===== src/rtl/csa_accumulator_pkg.sv =====
// Shared types and elaboration-time helpers for the carry-save accumulator.
// csa_count/csa_levels size the Wallace-style reduction tree.
package csa_pkg;

  typedef enum logic [1:0] {ACCUM, RESOLVE, OUTPUT} csa_state_e;

  localparam int OUT_BEATS_W = 16;

  // One 3:2 level turns every full group of three vectors into two.
  function automatic int csa_next(input int n);
    return 2 * (n / 3) + (n % 3);
  endfunction

  function automatic int csa_count(input int n, input int lvl);
    int c;
    c = n;
    for (int i = 0; i < lvl; i++) c = csa_next(c);
    return c;
  endfunction

  function automatic int csa_levels(input int n);
    int c;
    int l;
    c = n;
    l = 0;
    while (c > 2) begin
      c = csa_next(c);
      l++;
    end
    return l;
  endfunction

endpackage


===== src/rtl/csa_accumulator_3to2.sv =====
// Vector 3:2 compressor: bitwise full adders, carry pre-shifted left by one.
// carry_drop is the majority bit that falls off the top of the carry vector.
module csa_3to2 #(
  parameter int W = 8
) (
  input  logic [W-1:0] a,
  input  logic [W-1:0] b,
  input  logic [W-1:0] c,
  output logic [W-1:0] sum,
  output logic [W-1:0] carry,
  output logic         carry_drop
);

  logic [W-1:0] maj;

  assign sum        = a ^ b ^ c;
  assign maj        = (a & b) | (a & c) | (b & c);
  assign carry      = {maj[W-2:0], 1'b0};
  assign carry_drop = maj[W-1];

endmodule


===== src/rtl/csa_accumulator.sv =====
// Streaming multi-operand carry-save accumulator with a single CPA per packet.
// Optional overflow flag: define CSA_ACCUMULATOR_OVF_EN to add out_ovf.
module csa_accumulator
  import csa_pkg::*;
#(
  parameter int WIDTH     = 64,
  parameter int NUM_OPS   = 3,
  parameter int ACC_WIDTH = WIDTH + 8
) (
  input  logic                       clk,
  input  logic                       rst,
  input  logic                       in_valid,
  output logic                       in_ready,
  input  logic [NUM_OPS*WIDTH-1:0]   in_data,
  input  logic                       in_last,
  output logic                       out_valid,
  input  logic                       out_ready,
  output logic [ACC_WIDTH-1:0]       out_sum,
  output logic [OUT_BEATS_W-1:0]     out_beats
`ifdef CSA_ACCUMULATOR_OVF_EN
  , output logic                     out_ovf
`endif
);

  localparam int NVEC   = NUM_OPS + 2;
  localparam int LEVELS = csa_levels(NVEC);

  csa_state_e                 state_q;
  logic [ACC_WIDTH-1:0]       acc_s_q, acc_c_q, acc_s_d, acc_c_d;
  logic [OUT_BEATS_W-1:0]     beat_q, beat_d;
  logic [ACC_WIDTH-1:0]       out_sum_q;
  logic [OUT_BEATS_W-1:0]     out_beats_q;
  logic                       out_valid_q;
  logic [ACC_WIDTH-1:0]       v0 [NVEC];

  assign v0[0] = acc_s_q;
  assign v0[1] = acc_c_q;
  for (genvar k = 0; k < NUM_OPS; k++) begin : g_op
    assign v0[2+k] = ACC_WIDTH'(in_data[k*WIDTH +: WIDTH]);
  end

  // Each level compresses full triples and passes leftovers straight through.
  for (genvar l = 0; l < LEVELS; l++) begin : g_lvl
    localparam int NI = csa_count(NVEC, l);
    localparam int G  = NI / 3;
    localparam int NO = 2 * G + (NI % 3);
    logic [ACC_WIDTH-1:0] vi [NI];
    logic [ACC_WIDTH-1:0] vo [NO];
    logic [G-1:0]         drop;

    for (genvar j = 0; j < NI; j++) begin : g_in
      if (l == 0) begin : g_first
        assign vi[j] = v0[j];
      end else begin : g_next
        assign vi[j] = g_lvl[l-1].vo[j];
      end
    end

    for (genvar i = 0; i < G; i++) begin : g_csa
      csa_3to2 #(.W(ACC_WIDTH)) u_csa (
        .a         (vi[3*i]),
        .b         (vi[3*i+1]),
        .c         (vi[3*i+2]),
        .sum       (vo[2*i]),
        .carry     (vo[2*i+1]),
        .carry_drop(drop[i])
      );
    end

    for (genvar j = 0; j < NI % 3; j++) begin : g_pass
      assign vo[2*G+j] = vi[3*G+j];
    end

`ifdef CSA_ACCUMULATOR_OVF_EN
    logic any;
    if (l == 0) begin : g_any0
      assign any = |drop;
    end else begin : g_anyn
      assign any = g_lvl[l-1].any | (|drop);
    end
`else
    logic unused_drop;
    assign unused_drop = |drop;
`endif
  end

  assign acc_s_d = g_lvl[LEVELS-1].vo[0];
  assign acc_c_d = g_lvl[LEVELS-1].vo[1];
  assign beat_d  = (beat_q == '1) ? beat_q : beat_q + 1'b1;

`ifdef CSA_ACCUMULATOR_OVF_EN
  logic [ACC_WIDTH:0] cpa;
  logic               ovf_q, out_ovf_q;
  assign cpa     = {1'b0, acc_s_q} + {1'b0, acc_c_q};
  assign out_ovf = out_ovf_q;
`else
  logic [ACC_WIDTH-1:0] cpa;
  assign cpa = acc_s_q + acc_c_q;
`endif

  assign in_ready  = (state_q == ACCUM);
  assign out_valid = out_valid_q;
  assign out_sum   = out_sum_q;
  assign out_beats = out_beats_q;

  always_ff @(posedge clk) begin
    if (rst) begin
      state_q     <= ACCUM;
      acc_s_q     <= '0;
      acc_c_q     <= '0;
      beat_q      <= '0;
      out_sum_q   <= '0;
      out_beats_q <= '0;
      out_valid_q <= 1'b0;
`ifdef CSA_ACCUMULATOR_OVF_EN
      ovf_q       <= 1'b0;
      out_ovf_q   <= 1'b0;
`endif
    end else begin
      case (state_q)
        ACCUM: if (in_valid) begin
          acc_s_q <= acc_s_d;
          acc_c_q <= acc_c_d;
          beat_q  <= beat_d;
`ifdef CSA_ACCUMULATOR_OVF_EN
          ovf_q   <= ovf_q | g_lvl[LEVELS-1].any;
`endif
          if (in_last) state_q <= RESOLVE;
        end
        RESOLVE: begin
          out_sum_q   <= cpa[ACC_WIDTH-1:0];
          out_beats_q <= beat_q;
          out_valid_q <= 1'b1;
          acc_s_q     <= '0;
          acc_c_q     <= '0;
          beat_q      <= '0;
`ifdef CSA_ACCUMULATOR_OVF_EN
          out_ovf_q   <= ovf_q | cpa[ACC_WIDTH];
          ovf_q       <= 1'b0;
`endif
          state_q     <= OUTPUT;
        end
        OUTPUT: if (out_ready) begin
          out_valid_q <= 1'b0;
          state_q     <= ACCUM;
        end
        default: state_q <= ACCUM;
      endcase
    end
  end

endmodule

===== config.mk =====
export PLATFORM = sky130hd
export DESIGN_NAME = csa_accumulator
export DESIGN_NICKNAME = d
export VERILOG_FILES = /design/src/rtl/csa_accumulator_pkg.sv /design/src/rtl/csa_accumulator_3to2.sv /design/src/rtl/csa_accumulator.sv
export SDC_FILE = /design/constraint.sdc
export NUM_CORES = 1
export LEC_CHECK = 0
export BUFFER_PORTS_ARGS = -buffer_cell sky130_fd_sc_hd__buf_2
export CORE_MARGIN = 5
export CORE_UTILIZATION = 54
export CTS_BUF_LIST = sky130_fd_sc_hd__clkbuf_8
export DETAILED_ROUTE_END_ITERATION = 6
export PLACE_DENSITY = 0.8
export SLEW_MARGIN = 20
export SYNTH_ARGS = -nofsm -noshare
export SYNTH_HDL_FRONTEND = slang
export SYNTH_SLANG_ARGS = --single-unit
export TNS_END_PERCENT = 5

===== constraint.sdc =====
create_clock -name clk -period 2.8 [get_ports clk]
set_input_delay 0.14 -clock clk [delete_from_list [all_inputs] [get_ports clk]]
set_output_delay 0.14 -clock clk [all_outputs]
set_load 0.02 [all_outputs]

# Word-level counts from Yosys, hierarchy flattened
# Cells that the tools add are included.
# W data, S select, Z words.
[totals]
ff_bits = 251
latchBits = 0
ram_bits = 0
rom_bits = 0
inputBits = 197
output_inout_bits = 90
word_cells = 57
n_memories = 0
[op_classes]
addsub = 2
multipliers = 0
div_mod_pow = 0
order_cmp = 0
n_eq_ne = 7
n_shift = 0
muxes = 13
n_bitwise = 21
n_reduce_logical = 7
[ops]
columns = ["op", "n"]
rows = [
  ["$and A71 B64 Y71", 6],
  ["$or A71 B71 Y71", 6],
  ["$pmux W72 S2", 2],
  ["$xor A72 B64 Y72", 3],
  ["$xor A72 B72 Y72", 3],
  ["$and A71 B71 Y71", 3],
  ["$mux W72", 2],
  ["$add A72 B72 Y72", 1],
  ["$mux W16", 2],
  ["$pmux W16 S2", 1],
  ["$add A16 B1 Y16 const B", 1],
  ["$eq A16 B16 Y1 const B", 1],
  ["$mux W2", 3],
  ["$ne A2 B2 Y1 const B", 3],
  ["$pmux W2 S3", 1],
  ["$reduce_and A3 Y1", 2],
  ["$reduce_and A2 Y1", 2],
  ["$reduce_bool A2 Y1", 2],
  ["$eq A2 B1 Y1 const B", 1],
  ["$eq A2 B2 Y1 const B", 1],
  ["$logic_not A2 Y1", 1],
  ["$ne A2 B1 Y1 const B", 1],
  ["$pmux W1 S2", 1],
  ["$mux W1", 1],
]

# Depth between registers and ports, before layout
# Gate-level depths: netlist (run 1).
[logic_depth]
depth_word = 11
depth_mapped = 12
depth_no_buf = 12

# Hierarchy
# From an unflattened synthesis (run 1), not the netlist that was laid out.
[unflattened]
hier_cells = 1912
area_unflattened_um2 = 17455.5
[by_module_without_submodules]
columns = ["module", "n_inst", "cells_per_inst", "area_per_inst_um2", "seq_area_each_um2"]
rows = [
  ["csa_accumulator", 1, 1690, 13097.6, 5024.8],
  ["csa_3to2", 3, 74, 1452.6, 0.0],
]

# Worst setup path after synthesis (run 1)
# No wires, ideal clock.
[synth_timing]
path_kind = "reg2reg"
startpoint = "reg acc_s_q[1]"
endpoint = "reg out_sum_q[67] (netlist: out_sum[67])"
setup_time_ns = 0.117
arrival_ns = 2.764
required_ns = 2.683
setup_slack_ns = -0.080
stages_incl_launch_ff = 13
n_path_buf = 0
period_less_slack_ns = 2.880
cell_sequence = "dfxtp_1 > ha_1 > fa_1 > a211o_1 > a211oi_1 > o311ai_1 > nand2_1 > o41ai_2 > a21o_1 > a21o_1 > a211oi_2 > xnor2_1 > a22o_1"
[synth_between]
elab_chain_len = 1
[synth_lines]
columns = ["element", "line", "rtl"]
rows = [
  ["start, declared", "csa_accumulator.sv:29", "logic [ACC_WIDTH-1:0] acc_s_q, acc_c_q, acc_s_d, acc_c_d;"],
  ["start signal, assigned", "csa_accumulator.sv:122", "acc_s_q <= acc_s_d;"],
  ["$add A72 B72 Y72", "csa_accumulator.sv:98", "assign cpa = acc_s_q + acc_c_q;"],
  ["end signal, assigned", "csa_accumulator.sv:131", "out_sum_q <= cpa[ACC_WIDTH-1:0];"],
  ["end, declared", "csa_accumulator.sv:31", "logic [ACC_WIDTH-1:0] out_sum_q;"],
]
# Every way passes these cells.
# A chain may end at the register's enable or synchronous reset.

# Final worst setup path (run 1)
[layout_timing]
startpoint = "reg acc_c_q[1]"
endpoint = "reg out_sum_q[61] (netlist: out_sum[61])"
[layout_between]
elab_chain_len = 1
[layout_lines]
columns = ["element", "line", "rtl"]
rows = [
  ["start, declared", "csa_accumulator.sv:29", ""],
  ["start signal, assigned", "csa_accumulator.sv:110", "acc_c_q <= '0;"],
  ["start signal, assigned", "csa_accumulator.sv:123", "acc_c_q <= acc_c_d;"],
  ["start signal, assigned", "csa_accumulator.sv:135", "acc_c_q <= '0;"],
  ["$add A72 B72 Y72", "csa_accumulator.sv:98", ""],
]
# Every way passes these cells.

==> run summary, run 1 <==
=====================================================================================================
Final number of hold-violating endpoints                                                            0
Initial antenna violation count                                                                     0
Proportion of total power due to net switching                                                  0.406
Final critical-path share of the clock period                                                    1.04
Relative contribution of sequential cells to total power                                        0.251
Critical-path maximum fanout                                                                        3
Area added between synthesis and finish                                                         26.3%
Final estimated routing congestion in global placement                                          0.941
Wire length of the first global-routing pass                                                 82300 µm
Dominant cell by count in the synthesized netlist                                        sky130_fd_sc_hd__nand2_1
Filler cell count in the final layout                                                            2469
Clock skew after layout                                                                     0.0203 ns
CTS clock-pin slew for the worst setup and hold paths                                         0.07 ns
Total track usage                                                                               0.279
Transition time at the pin with the least slew margin                                        0.811 ns
Seq/Total Area, Yosys                                                                           0.291
Multiplexer area fraction after synthesis                                                     0.00116
Post-detailed-route DRC marker count                                                                0
Site Rows                                                                                          65
Post-Syn Area per Cell                                                                       9.04 µm²
Clock Sink Count                                                                                  250
Footprint of the multi-input gates                                                          11900 µm²
Setup WS post-layout                                                                        -0.119 ns
Height of the die                                                                              188 µm
Max frequency                                                                                 343 MHz
Leading register cell type out of synthesis                                              sky130_fd_sc_hd__dfxtp_1
Core region area                                                                            31500 µm²
Number of warning messages in the yosys log                                                         0
Worst-Skew Late Latency                                                                       0.56 ns
Post-Synthesis Cell Area                                                                    17200 µm²
Placed cells                                                                                     2683
First drt pass iteration count                                                                      5
Fraction of registers with async set or reset after synthesis                                       0
Fraction of the core area covered by cells at the end of the flow                               0.690
Compound-cell area share of the yosys netlist                                                   0.175
Post-synthesis share of cell area spent on full adders, half adders and majority gates          0.292
Number of non-filler instances in the completed layout                                           2774
Ranking of synthesized cells by area                                                     sky130_fd_sc_hd__dfxtp_1, sky130_fd_sc_hd__fa_1, sky130_fd_sc_hd__a21oi_1
Fraction of final layout cells sized beyond drive strength 1                                    0.278
Data required time of the critical path                                                       3.25 ns
I/O Pins                                                                                          287
Commonest cells in the netlist                                                           sky130_fd_sc_hd__nand2_1, sky130_fd_sc_hd__a21oi_1, sky130_fd_sc_hd__dfxtp_1
Nature of the critical path startpoint                                                           flop
Hold Worst Slack                                                                            0.0246 ns
Number of buffers on the longest clock path                                                         3
Clock power frac                                                                                0.183
Tmin final                                                                                    2.92 ns
Endpoint class of the critical path                                                              flop
Hold WC Path Type                                                                           in -> reg
P_leak                                                                                     0.00990 µW
Buffers on Ports                                                                                  286
Post-synth cell types                                                                              65
Post-Synth XOR/XNOR Area                                                                       0.0407
Initial Utilization                                                                             0.546
Data arrival, critical path                                                                   3.37 ns
Total CTS buffers                                                                                  43
Synth Net Count                                                                                  2384
Detail-routed via count per cell                                                                 5.74
Setup violation total in the final timing report                                                   13
Part of the power in combinational logic                                                        0.566
Flop and latch count out of synthesis                                                             250
DP Wirelength                                                                                38400 µm
Overflow after GRT                                                                                  0
CTS H-tree depth                                                                                    2
Routed vias                                                                                     15.9k
Slew HR                                                                                         0.459
Max_cap viols                                                                                       0
Power per cell area                                                                        898 nW/µm²
Outcome                                                                                  finished, violations left
Internal power                                                                               11600 µW
Final net count                                                                                  2823
Violations in the final reports                                                          setup timing
Die X                                                                                          188 µm
Pin count of the biggest net entering global routing                                              141
Combinational family with the most area after synthesis                                   adder cells
Number of flops mapped to enable cells by yosys                                                     0
Clock root buffer                                                                        sky130_fd_sc_hd__clkbuf_8
Total Wirelength                                                                             50300 µm
Setup repair after global routing missed its margin                                              true
TritonCTS clock tree                                                                            built
Sequential cell area in the final layout                                                     5010 µm²
Biggest area consumer among synthesized cells                                            sky130_fd_sc_hd__dfxtp_1
Worst IR drop on VDD                                                                       0.000513 V
Count of inserted antenna diode cells                                                               0
Residual antenna-violating net count after detailed routing                                         0
Post-synth top area share                                                                       0.291
Cell count after synthesis                                                                       1903
First-iteration detailed-routing DRC count                                                       1008
Pins Over Slew Limit                                                                                0
Avg WL per Cell                                                                               18.1 µm
Switching power                                                                               7930 µW
Via count of the first global-routing pass                                                      16.6k
Crit path kind                                                                             reg -> reg
Die ar.                                                                                     35500 µm²
Simple-gate share of the synthesized area                                                       0.162
=====================================================================================================
-- layout by cell type (no fill, tap or decap), types with 8 or more instances in the layout --
cell type                  synthesis  routed
sky130_fd_sc_hd__o21ai_0          44      39
sky130_fd_sc_hd__and2_1            9       8
sky130_fd_sc_hd__a22o_1           31      31
sky130_fd_sc_hd__and3_1            9       8
sky130_fd_sc_hd__nand4_1          33      33
sky130_fd_sc_hd__xor2_1           29      29
sky130_fd_sc_hd__clkbuf_8          0      51
sky130_fd_sc_hd__o21bai_1         15      15
sky130_fd_sc_hd__ha_1             88      84
sky130_fd_sc_hd__o21a_1           10      10
sky130_fd_sc_hd__dfxtp_1         250     248
sky130_fd_sc_hd__fa_1            196     195
sky130_fd_sc_hd__nand3_1         152     152
sky130_fd_sc_hd__xnor2_1          51      51
sky130_fd_sc_hd__a21o_1           33      33
sky130_fd_sc_hd__buf_4             2     225
sky130_fd_sc_hd__or3_1            10      10
sky130_fd_sc_hd__nor2_1           62      56
sky130_fd_sc_hd__a21oi_2           1      14
sky130_fd_sc_hd__buf_2             3     285
sky130_fd_sc_hd__a21oi_1         277     264
sky130_fd_sc_hd__a31oi_1          15      13
sky130_fd_sc_hd__nand2_1         313     310
sky130_fd_sc_hd__inv_1            41      51
-- sequential cells by signal, indices dropped and copies added, names as in the netlist --
signal,flops
acc_c_q,71
acc_s_q,72
beat_q,16
out_beats,16
out_sum,72
out_valid,1
state_q,2
-- per-stage QoR --
step,worst slack (ns),total power (µW),area [µm²],TNS [ns]
global route,-0.243,21300,21700,-3.59
CTS,-0.145,19500,21600,-1.25
global placement,-0.421,15300,20400,-5.61
floorplan,0.0158,11700,17200,0
detailed placement,-0.523,15800,20400,-8.90
finish,-0.119,19500,21700,-0.720
-- layout make-up --
cell class,instances,area share
Clock buffer,51,0.0323
Inverter,41,0.00708
Sequential cell,250,0.230
Timing Repair Buffer,520,0.149
Multi-Input combinational cell,1486,0.547
Clock inverter,24,0.0100
Tap cell,402,0.0232
-- critical path: stages, from the launching register on --
cell                       delay (ns)
sky130_fd_sc_hd__dfxtp_2         0.33
sky130_fd_sc_hd__ha_4            0.16
sky130_fd_sc_hd__fa_2            0.35
sky130_fd_sc_hd__a211o_1         0.32
sky130_fd_sc_hd__a211oi_4        0.32
sky130_fd_sc_hd__o311ai_4        0.15
sky130_fd_sc_hd__and3_4          0.21
sky130_fd_sc_hd__o21ai_4         0.23
sky130_fd_sc_hd__a211oi_2        0.11
sky130_fd_sc_hd__nor2_2          0.19
sky130_fd_sc_hd__o41ai_2         0.12
sky130_fd_sc_hd__xor2_1          0.15
sky130_fd_sc_hd__a22o_1          0.18
-- cells by family after synthesis --
family,Yosys count
AOI/OAI and AO/OA,495
xor gates and xnor gates,80
adders and majority gates,284
buffers and inverters,167
DFF,250
muxes,2
and+or+nand+nor,625
-- worst paths after layout --
path	start	endpoint	slack, ns	depth (start not counted)
setup reg to reg	acc_c_q[1]	out_sum[61]	-0.12	12
hold / removal	in_data[185]	acc_c_q[58]	0.02	4
hold reg to reg	out_sum[34]	out_sum[34]	0.45	2
setup / recovery	acc_c_q[1]	out_sum[61]	-0.12	12
-- metal layers --
layer  routed length, µm  GRT usage  vias to the layer above
li1                    -          -                     7477
met1               20200      0.352                     7697
met2               24500      0.467                      621
met3                3500     0.0561                      140
met4                2120      0.122                        0
met5                   0          0                        -
-- power by group through the flow --
stage	clock network, µW	logic [µW]	registers, µW
global placement	0	10300	4910
detailed placement	0	10800	4950
global route	3790	12500	4990
floorplan	0	6700	5030
finish	3560	11000	4900
CTS	3620	11000	4900
-- repair_timing --
action | 4_1_cts | 5_1_grt
pin swaps | 24 | 21
hold buffers | 6 | 0
buffers inserted | 6 | 5
setup endpoints to repair | 37 | 43
gates resized for setup | 41 | 27
gates cloned | 0 | 0
endpoints found under the hold margin | 7 | 0
(Power assumes the default switching activity.)
==> run 2: changes to the inputs <==
--- a/config.mk
+++ b/config.mk
@@ -5,12 +5,12 @@
 export SDC_FILE = /design/constraint.sdc
 export NUM_CORES = 1
 export LEC_CHECK = 0
+export ABC_CLOCK_PERIOD_IN_PS = 2800
 export BUFFER_PORTS_ARGS = -buffer_cell sky130_fd_sc_hd__buf_2
 export CORE_MARGIN = 5
-export CORE_UTILIZATION = 54
-export CTS_BUF_LIST = sky130_fd_sc_hd__clkbuf_8
+export CORE_UTILIZATION = 52
 export DETAILED_ROUTE_END_ITERATION = 6
-export PLACE_DENSITY = 0.8
+export PLACE_DENSITY = 0.78
 export SLEW_MARGIN = 20
 export SYNTH_ARGS = -nofsm -noshare
 export SYNTH_HDL_FRONTEND = slang
==> run 2 against run 1 <==
The run still ends with setup timing left. Flip-flop and latch count unchanged. Register-to-register slack about the same. Worst setup slack got worse by 0.011 ns. Global-route usage decreased by 0.84 points. First-iteration DRC count decreased by 7.0%. Die area increased by 3.6%. Cell area increased by 0.83%. Critical path depth unchanged. Sequential power about the same. Worst hold slack improved by 0.0069 ns. Utilization decreased by 1.9 points. Via count decreased by 1.2%. Largest cell class unchanged.
==> run summary, run 2 (synthesis gave the netlist of run 1 again) <==
===========================================================================
Outcome                                                        finished, violations left   unchanged
Violations in the final reports                                setup timing   unchanged
Proportion of total power due to net switching                        0.390   was 0.406
Wire length of the first global-routing pass                       82100 µm   was 82300 µm
Sum of internal, switching and leakage power                       20300 µW   was 19500 µW
Setup repair after global routing missed its margin                    true   unchanged
First-iteration detailed-routing DRC count                              937   was 1008
Clock Sink Count                                                        250   unchanged
Max frequency                                                       341 MHz   was 343 MHz
Clock skew after layout                                           0.0259 ns   was 0.0203 ns
Setup WS post-layout                                              -0.130 ns   was -0.119 ns
Fraction of final layout cells sized beyond drive strength 1          0.271   was 0.278
Number of buffers on the longest clock path                               3   unchanged
Number of non-filler instances in the completed layout                 2789   was 2774
CTS H-tree depth                                                          1   was 2
Total Wirelength                                                   50500 µm   was 50300 µm
Overflow after GRT                                                        0   unchanged
Die ar.                                                           36800 µm²   was 35500 µm²
I/O Pins                                                                287   unchanged
Site Rows                                                                66   was 65
Slew HR                                                               0.529   was 0.459
TritonCTS clock tree                                                  built   unchanged
Placed cell areas                                                 20400 µm²   about the same
Placed cells                                                           2726   was 2683
Leading cell type in the layout, fill and taps excluded        sky130_fd_sc_hd__nand2_1   unchanged
Final number of hold-violating endpoints                                  0   unchanged
Filler cell count in the final layout                                  2593   was 2469
Height of the die                                                    192 µm   was 188 µm
Transition time at the pin with the least slew margin              0.707 ns   was 0.811 ns
Core region area                                                  32600 µm²   was 31500 µm²
Initial antenna violation count                                           0   unchanged
Hold WC Path Type                                                 in -> reg   unchanged
Routed vias                                                           15.7k   was 15.9k
Residual antenna-violating net count after detailed routing               0   unchanged
Via count of the first global-routing pass                            16.5k   was 16.6k
Critical-path maximum fanout                                              4   was 3
Worst-Skew Late Latency                                             0.55 ns   was 0.56 ns
Worst IR drop on VDD                                             0.000526 V   was 0.000513 V
Initial Utilization                                                   0.527   was 0.546
Total track usage                                                     0.270   was 0.279
Worst setup slack after placement                                 -0.431 ns   was -0.523 ns
Worst hold path cell count                                                4   unchanged
Design area                                                       21900 µm²   was 21700 µm²
Final critical-path share of the clock period                          1.05   was 1.04
Data required time of the critical path                             3.24 ns   was 3.25 ns
Endpoint class of the critical path                                    flop   unchanged
Switching power                                                     7910 µW   was 7930 µW
Area added between synthesis and finish                               27.4%   was 26.3%
Buffers on Ports                                                        286   unchanged
Max_cap viols                                                             0   unchanged
Total CTS buffers                                                        28   was 43
Internal power                                                     12400 µW   was 11600 µW
Nature of the critical path startpoint                                 flop   unchanged
Power per cell area                                              927 nW/µm²   was 898 nW/µm²
Data arrival, critical path                                         3.37 ns   about the same
Detail-routed via count per cell                                       5.65   was 5.74
Setup violation total in the final timing report                         20   was 13
Count of inserted antenna diode cells                                     0   unchanged
Post-detailed-route DRC marker count                                      0   unchanged
Crit path kind                                                   reg -> reg   unchanged
CTS clock-pin slew for the worst setup and hold paths               0.07 ns   about the same
Most used cells in the layout excluding fill and tap cells     sky130_fd_sc_hd__nand2_1, sky130_fd_sc_hd__buf_2, sky130_fd_sc_hd__a21oi_1   unchanged
Final estimated routing congestion in global placement                0.938   was 0.941
Tmin final                                                          2.93 ns   was 2.92 ns
Avg WL per Cell                                                     18.1 µm   about the same
Die X                                                                192 µm   was 188 µm
Depth of the worst register-to-register path                             12   unchanged
Pins Over Slew Limit                                                      0   unchanged
Pin count of the biggest net entering global routing                    141   unchanged
Final net count                                                        2806   was 2823
DP Wirelength                                                      38500 µm   was 38400 µm
Part of the power in combinational logic                              0.543   was 0.566
P_leak                                                           0.00993 µW   was 0.00990 µW
Clock power frac                                                      0.216   was 0.183
First drt pass iteration count                                            6   was 5
Relative contribution of sequential cells to total power              0.241   was 0.251
Clock root buffer                                              sky130_fd_sc_hd__clkbuf_16   was sky130_fd_sc_hd__clkbuf_8
===========================================================================
run 2: cell count changes in the layout (fill, tap and decap cells not counted), moves of 4 or more:
| cell | change |
|---|---|
| sky130_fd_sc_hd__clkbuf_16 | +29 |
| sky130_fd_sc_hd__a21oi_1 | +4 |
| sky130_fd_sc_hd__inv_1 | -10 |
| sky130_fd_sc_hd__bufinv_16 | +5 |
| sky130_fd_sc_hd__a21oi_2 | -4 |
| sky130_fd_sc_hd__clkbuf_8 | -46 |
run 2: path summary, 6_finish.rpt:
path                  to         start  slack [ns]
max          out_sum[67]    acc_c_q[1]       -0.13
min          acc_s_q[51]  in_data[179]        0.03
max reg2reg  out_sum[67]    acc_c_q[1]       -0.13
min reg2reg   out_sum[5]    out_sum[5]        0.45
run 2: routing by layer:
| layer | vias up | global-route usage | part of all wire | wire (µm) |
|---|---|---|---|---|
| met5 | - | 0 | 0 | 0 |
| met4 | 0 | 0.0754 | 0.026 | 1340 |
| met2 | 524 | 0.469 | 0.50 | 25000 |
| li1 | 7430 | - | - | - |
| met3 | 84 | 0.0360 | 0.060 | 3030 |
| met1 | 7709 | 0.355 | 0.42 | 21100 |
run 2: critical path: stages, from the launching register on:
cell,delay [ns]
sky130_fd_sc_hd__dfxtp_2,0.33
sky130_fd_sc_hd__ha_4,0.16
sky130_fd_sc_hd__fa_2,0.33
sky130_fd_sc_hd__a211o_1,0.32
sky130_fd_sc_hd__a211oi_4,0.33
sky130_fd_sc_hd__o311ai_4,0.16
sky130_fd_sc_hd__nand2_2,0.14
sky130_fd_sc_hd__o41ai_4,0.11
sky130_fd_sc_hd__a21o_1,0.20
sky130_fd_sc_hd__a21o_1,0.20
sky130_fd_sc_hd__a211oi_2,0.25
sky130_fd_sc_hd__xnor2_1,0.11
sky130_fd_sc_hd__a22o_1,0.20
run 2: final cells by class:
class	instances	area [µm²]	share of cell area
Clock buffer	37	806	0.0368
Inverter	41	154	0.00703
Tap cell	442	553	0.0252
Clock inverter	15	310	0.0142
Timing Repair Buffer	518	3240	0.148
Multi-Input combinational cell	1486	11800	0.540
Sequential cell	250	5010	0.229
run 2: power groups by stage:
stage	sequential [µW]	combinational, µW	clock (µW)
after global placement	4910	10400	0
after CTS	4890	11000	4450
after global routing	4980	12500	4580
after detailed placement	4950	10800	0
final	4890	11000	4390
after floorplan	5030	6700	0
run 2: what timing repair did:
item                                   CTS  global route
buffers inserted                         3             6
pin swaps                               20            19
setup endpoints to repair               37            43
gates resized for setup                 29            28
hold buffers                             3             0
endpoints found under the hold margin    4             0
run 2: metrics by stage:
stage / setup TNS, ns / utilization / hold WS, ns
after CTS: -1.74 / 0.667 / 0.0151
after global routing: -4.89 / 0.672 / 0.0335
after global placement: -5.07 / 0.627 / 0.428
final: -0.977 / 0.672 / 0.0315
after detailed placement: -6.78 / 0.627 / 0.412
after floorplan: 0 / - / 0.307
==> run 3: changes to the inputs <==
--- a/config.mk
+++ b/config.mk
@@ -11,6 +11,7 @@
 export CORE_UTILIZATION = 52
 export DETAILED_ROUTE_END_ITERATION = 6
 export PLACE_DENSITY = 0.78
+export SETUP_SLACK_MARGIN = 0.3
 export SLEW_MARGIN = 20
 export SYNTH_ARGS = -nofsm -noshare
 export SYNTH_HDL_FRONTEND = slang
==> run 3 against run 2 <==
Clock power is 15% lower. Non-clock buffer count is 8 lower. Clock skew is 0.0090 ns lower. Critical path depth is 1 higher. Sequential share of layout area is 0.21 points higher. Critical path type unchanged. The run still ends with setup timing left. Fmax is 3.1% lower. Routed wire length is 0.48% lower. Utilization is 0.48 points lower. Worst hold slack worse by 0.0091 ns. Critical endpoint unchanged. Largest cell class unchanged. Worst setup slack worse by 0.095 ns. Register-to-register slack worse by 0.09 ns. Clock-buffer cell count is 2 lower.
==> run summary, run 3 (synthesis gave the netlist of run 1 again) <==
===========================================================================
Endpoint class of the critical path                                    flop   unchanged
Tmin final                                                          3.02 ns   was 2.93 ns
Fraction of final layout cells sized beyond drive strength 1          0.275   was 0.271
Clock skew after layout                                           0.0168 ns   was 0.0259 ns
Number of non-filler instances in the completed layout                 2777   was 2789
Placed cells                                                           2715   was 2726
Worst-Skew Late Latency                                             0.54 ns   was 0.55 ns
Die X                                                                192 µm   unchanged
Power per cell area                                              907 nW/µm²   was 927 nW/µm²
Final estimated routing congestion in global placement                0.942   was 0.938
Total track usage                                                     0.266   was 0.270
Violations in the final reports                                setup timing   unchanged
Critical-path maximum fanout                                              4   unchanged
Max_cap viols                                                             0   unchanged
Setup repair after global routing missed its margin                    true   unchanged
Number of buffers on the longest clock path                               3   unchanged
Hold Worst Slack                                                  0.0224 ns   was 0.0315 ns
First drt pass iteration count                                            7   was 6
Overflow after GRT                                                        0   unchanged
Leading cell type in the layout, fill and taps excluded        sky130_fd_sc_hd__nand2_1   unchanged
Routed vias                                                           15.8k   was 15.7k
Final critical-path share of the clock period                          1.08   was 1.05
Via count of the first global-routing pass                            16.0k   was 16.5k
Placed cell areas                                                 20400 µm²   about the same
Die ar.                                                           36800 µm²   unchanged
Initial antenna violation count                                           0   unchanged
Initial Utilization                                                   0.527   unchanged
P_leak                                                           0.00979 µW   was 0.00993 µW
Post-detailed-route DRC marker count                                      0   unchanged
Height of the die                                                    192 µm   unchanged
Most used cells in the layout excluding fill and tap cells     sky130_fd_sc_hd__nand2_1, sky130_fd_sc_hd__buf_2, sky130_fd_sc_hd__a21oi_1   unchanged
Outcome                                                        finished, violations left   unchanged
Core region area                                                  32600 µm²   unchanged
Cell repeated most along the worst path                        sky130_fd_sc_hd__a21o_1   unchanged
Nature of the critical path startpoint                                 flop   unchanged
Setup violation total in the final timing report                         17   was 20
Buffers on Ports                                                        286   unchanged
Final net count                                                        2797   was 2806
TritonCTS clock tree                                                  built   unchanged
Final number of hold-violating endpoints                                  0   unchanged
Site Rows                                                                66   unchanged
CTS clock-pin slew for the worst setup and hold paths               0.06 ns   was 0.07 ns
Avg WL per Cell                                                     18.1 µm   about the same
Data arrival, critical path                                         3.46 ns   was 3.37 ns
Setup WS post-layout                                              -0.224 ns   was -0.130 ns
Area added between synthesis and finish                               26.5%   was 27.4%
Clock Sink Count                                                        250   unchanged
Data required time of the critical path                             3.23 ns   was 3.24 ns
CTS H-tree depth                                                          1   unchanged
Design area                                                       21700 µm²   was 21900 µm²
DP Wirelength                                                      38400 µm   was 38500 µm
Filler cell count in the final layout                                  2612   was 2593
Hold WC Path Type                                                 in -> reg   unchanged
Transition time at the pin with the least slew margin               1.13 ns   was 0.707 ns
Total CTS buffers                                                        27   was 28
Critical path cell sequence                                    ha_4 -> fa_2 -> a211o_1 -> a211oi_4 -> o311ai_4 -> nand2_2 -> o41ai_2 -> buf_4 -> a21o_1 -> a21o_1 -> a211oi_2 -> xnor2_1 -> a22o_1   was ha_4 -> fa_2 -> a211o_1 -> a211oi_4 -> o311ai_4 -> nand2_2 -> o41ai_4 -> a21o_1 -> a21o_1 -> a211oi_2 -> xnor2_1 -> a22o_1
Clock root buffer                                              sky130_fd_sc_hd__clkbuf_16   unchanged
CP bufs+invs                                                              1   was 0
First-iteration detailed-routing DRC count                              958   was 937
Slew HR                                                               0.246   was 0.529
I/O Pins                                                                287   unchanged
Cell type of the slowest stage on the worst timing path        sky130_fd_sc_hd__fa_2   was sky130_fd_sc_hd__dfxtp_2
Kind of cell adding the most delay to the critical path        compound AO/OA/AOI/OAI gates   unchanged
Pins Over Slew Limit                                                      0   unchanged
Max frequency                                                       331 MHz   was 341 MHz
Count of inserted antenna diode cells                                     0   unchanged
Detail-routed via count per cell                                       5.68   was 5.65
Worst IR drop on VDD                                             0.000597 V   was 0.000526 V
Crit path kind                                                   reg -> reg   unchanged
Pin count of the biggest net entering global routing                    149   was 141
Residual antenna-violating net count after detailed routing               0   unchanged
Total Wirelength                                                   50300 µm   was 50500 µm
Largest stage delay on the critical path                            0.36 ns   was 0.33 ns
Wire length of the first global-routing pass                       80400 µm   was 82100 µm
===========================================================================
## run 3: cell count changes in the layout (fill, tap and decap cells not counted), moves of 5 or more
cell	previous run	this run
sky130_fd_sc_hd__dfxtp_2	2	7
sky130_fd_sc_hd__dfxtp_1	248	242
sky130_fd_sc_hd__bufinv_16	9	3
sky130_fd_sc_hd__buf_4	224	217
## run 3: per-layer routing
metal  global-route usage  routed length [µm]
met5                    0                   0
met4               0.0785                1590
met3               0.0364                3260
met2                0.452               24600
met1                0.355               20800
## run 3: final timing paths
path,end,cells after the start,slack [ns],from
worst max register to register,out_sum[67],13,-0.22,acc_s_q[1]
worst min register to register,out_sum[55],2,0.45,out_sum[55]
worst max-delay path,out_sum[67],13,-0.22,acc_s_q[1]
worst min-delay path,out_beats[14],2,0.02,rst
## run 3: layout make-up
type,count,area [µm²],area share
Multi-Input combinational cell,1486,11900,0.548
Sequential cell,250,5020,0.231
Timing Repair Buffer,510,3170,0.146
Clock buffer,35,776,0.0357
Tap cell,442,553,0.0254
Inverter,41,154,0.00708
Clock inverter,13,151,0.00696
## run 3: per-stage QoR
stage	total power, µW	setup TNS, ns	setup slack [ns]	utilization
2_1_floorplan	11700	0	0.0811	-
3_3_place_gp	15200	-2.62	-0.325	0.624
3_5_place_dp	15800	-4.91	-0.391	0.624
4_1_cts	19700	-1.26	-0.200	0.660
5_1_grt	21500	-4.52	-0.349	0.667
6_report	19700	-1.39	-0.224	0.667
## run 3: report_power, final
group	switching, µW	internal, µW	leakage, µW
Clock	1510	2230	0.000468
Combinational	5820	5270	0.00729
Sequential	595	4300	0.00204
Total	7920	11800	0.00979
## run 3: worst register-to-register path, cell delays in order, from the launching register on
cell and delay (ns):
sky130_fd_sc_hd__dfxtp_2 0.34, sky130_fd_sc_hd__ha_4 0.16, sky130_fd_sc_hd__fa_2 0.36, sky130_fd_sc_hd__a211o_1 0.32, sky130_fd_sc_hd__a211oi_4 0.29, sky130_fd_sc_hd__o311ai_4 0.16, sky130_fd_sc_hd__nand2_2 0.12, sky130_fd_sc_hd__o41ai_2 0.08
sky130_fd_sc_hd__buf_4 0.17, sky130_fd_sc_hd__a21o_1 0.19, sky130_fd_sc_hd__a21o_1 0.23, sky130_fd_sc_hd__a211oi_2 0.23, sky130_fd_sc_hd__xnor2_1 0.09, sky130_fd_sc_hd__a22o_1 0.19
## run 3: repair_timing
item,4_1_cts,5_1_grt
resized for setup,38,37
endpoints found under the hold margin,4,0
buffers inserted,6,5
hold buffers,3,0
endpoints found under the setup margin,61,64
pin swaps,33,21
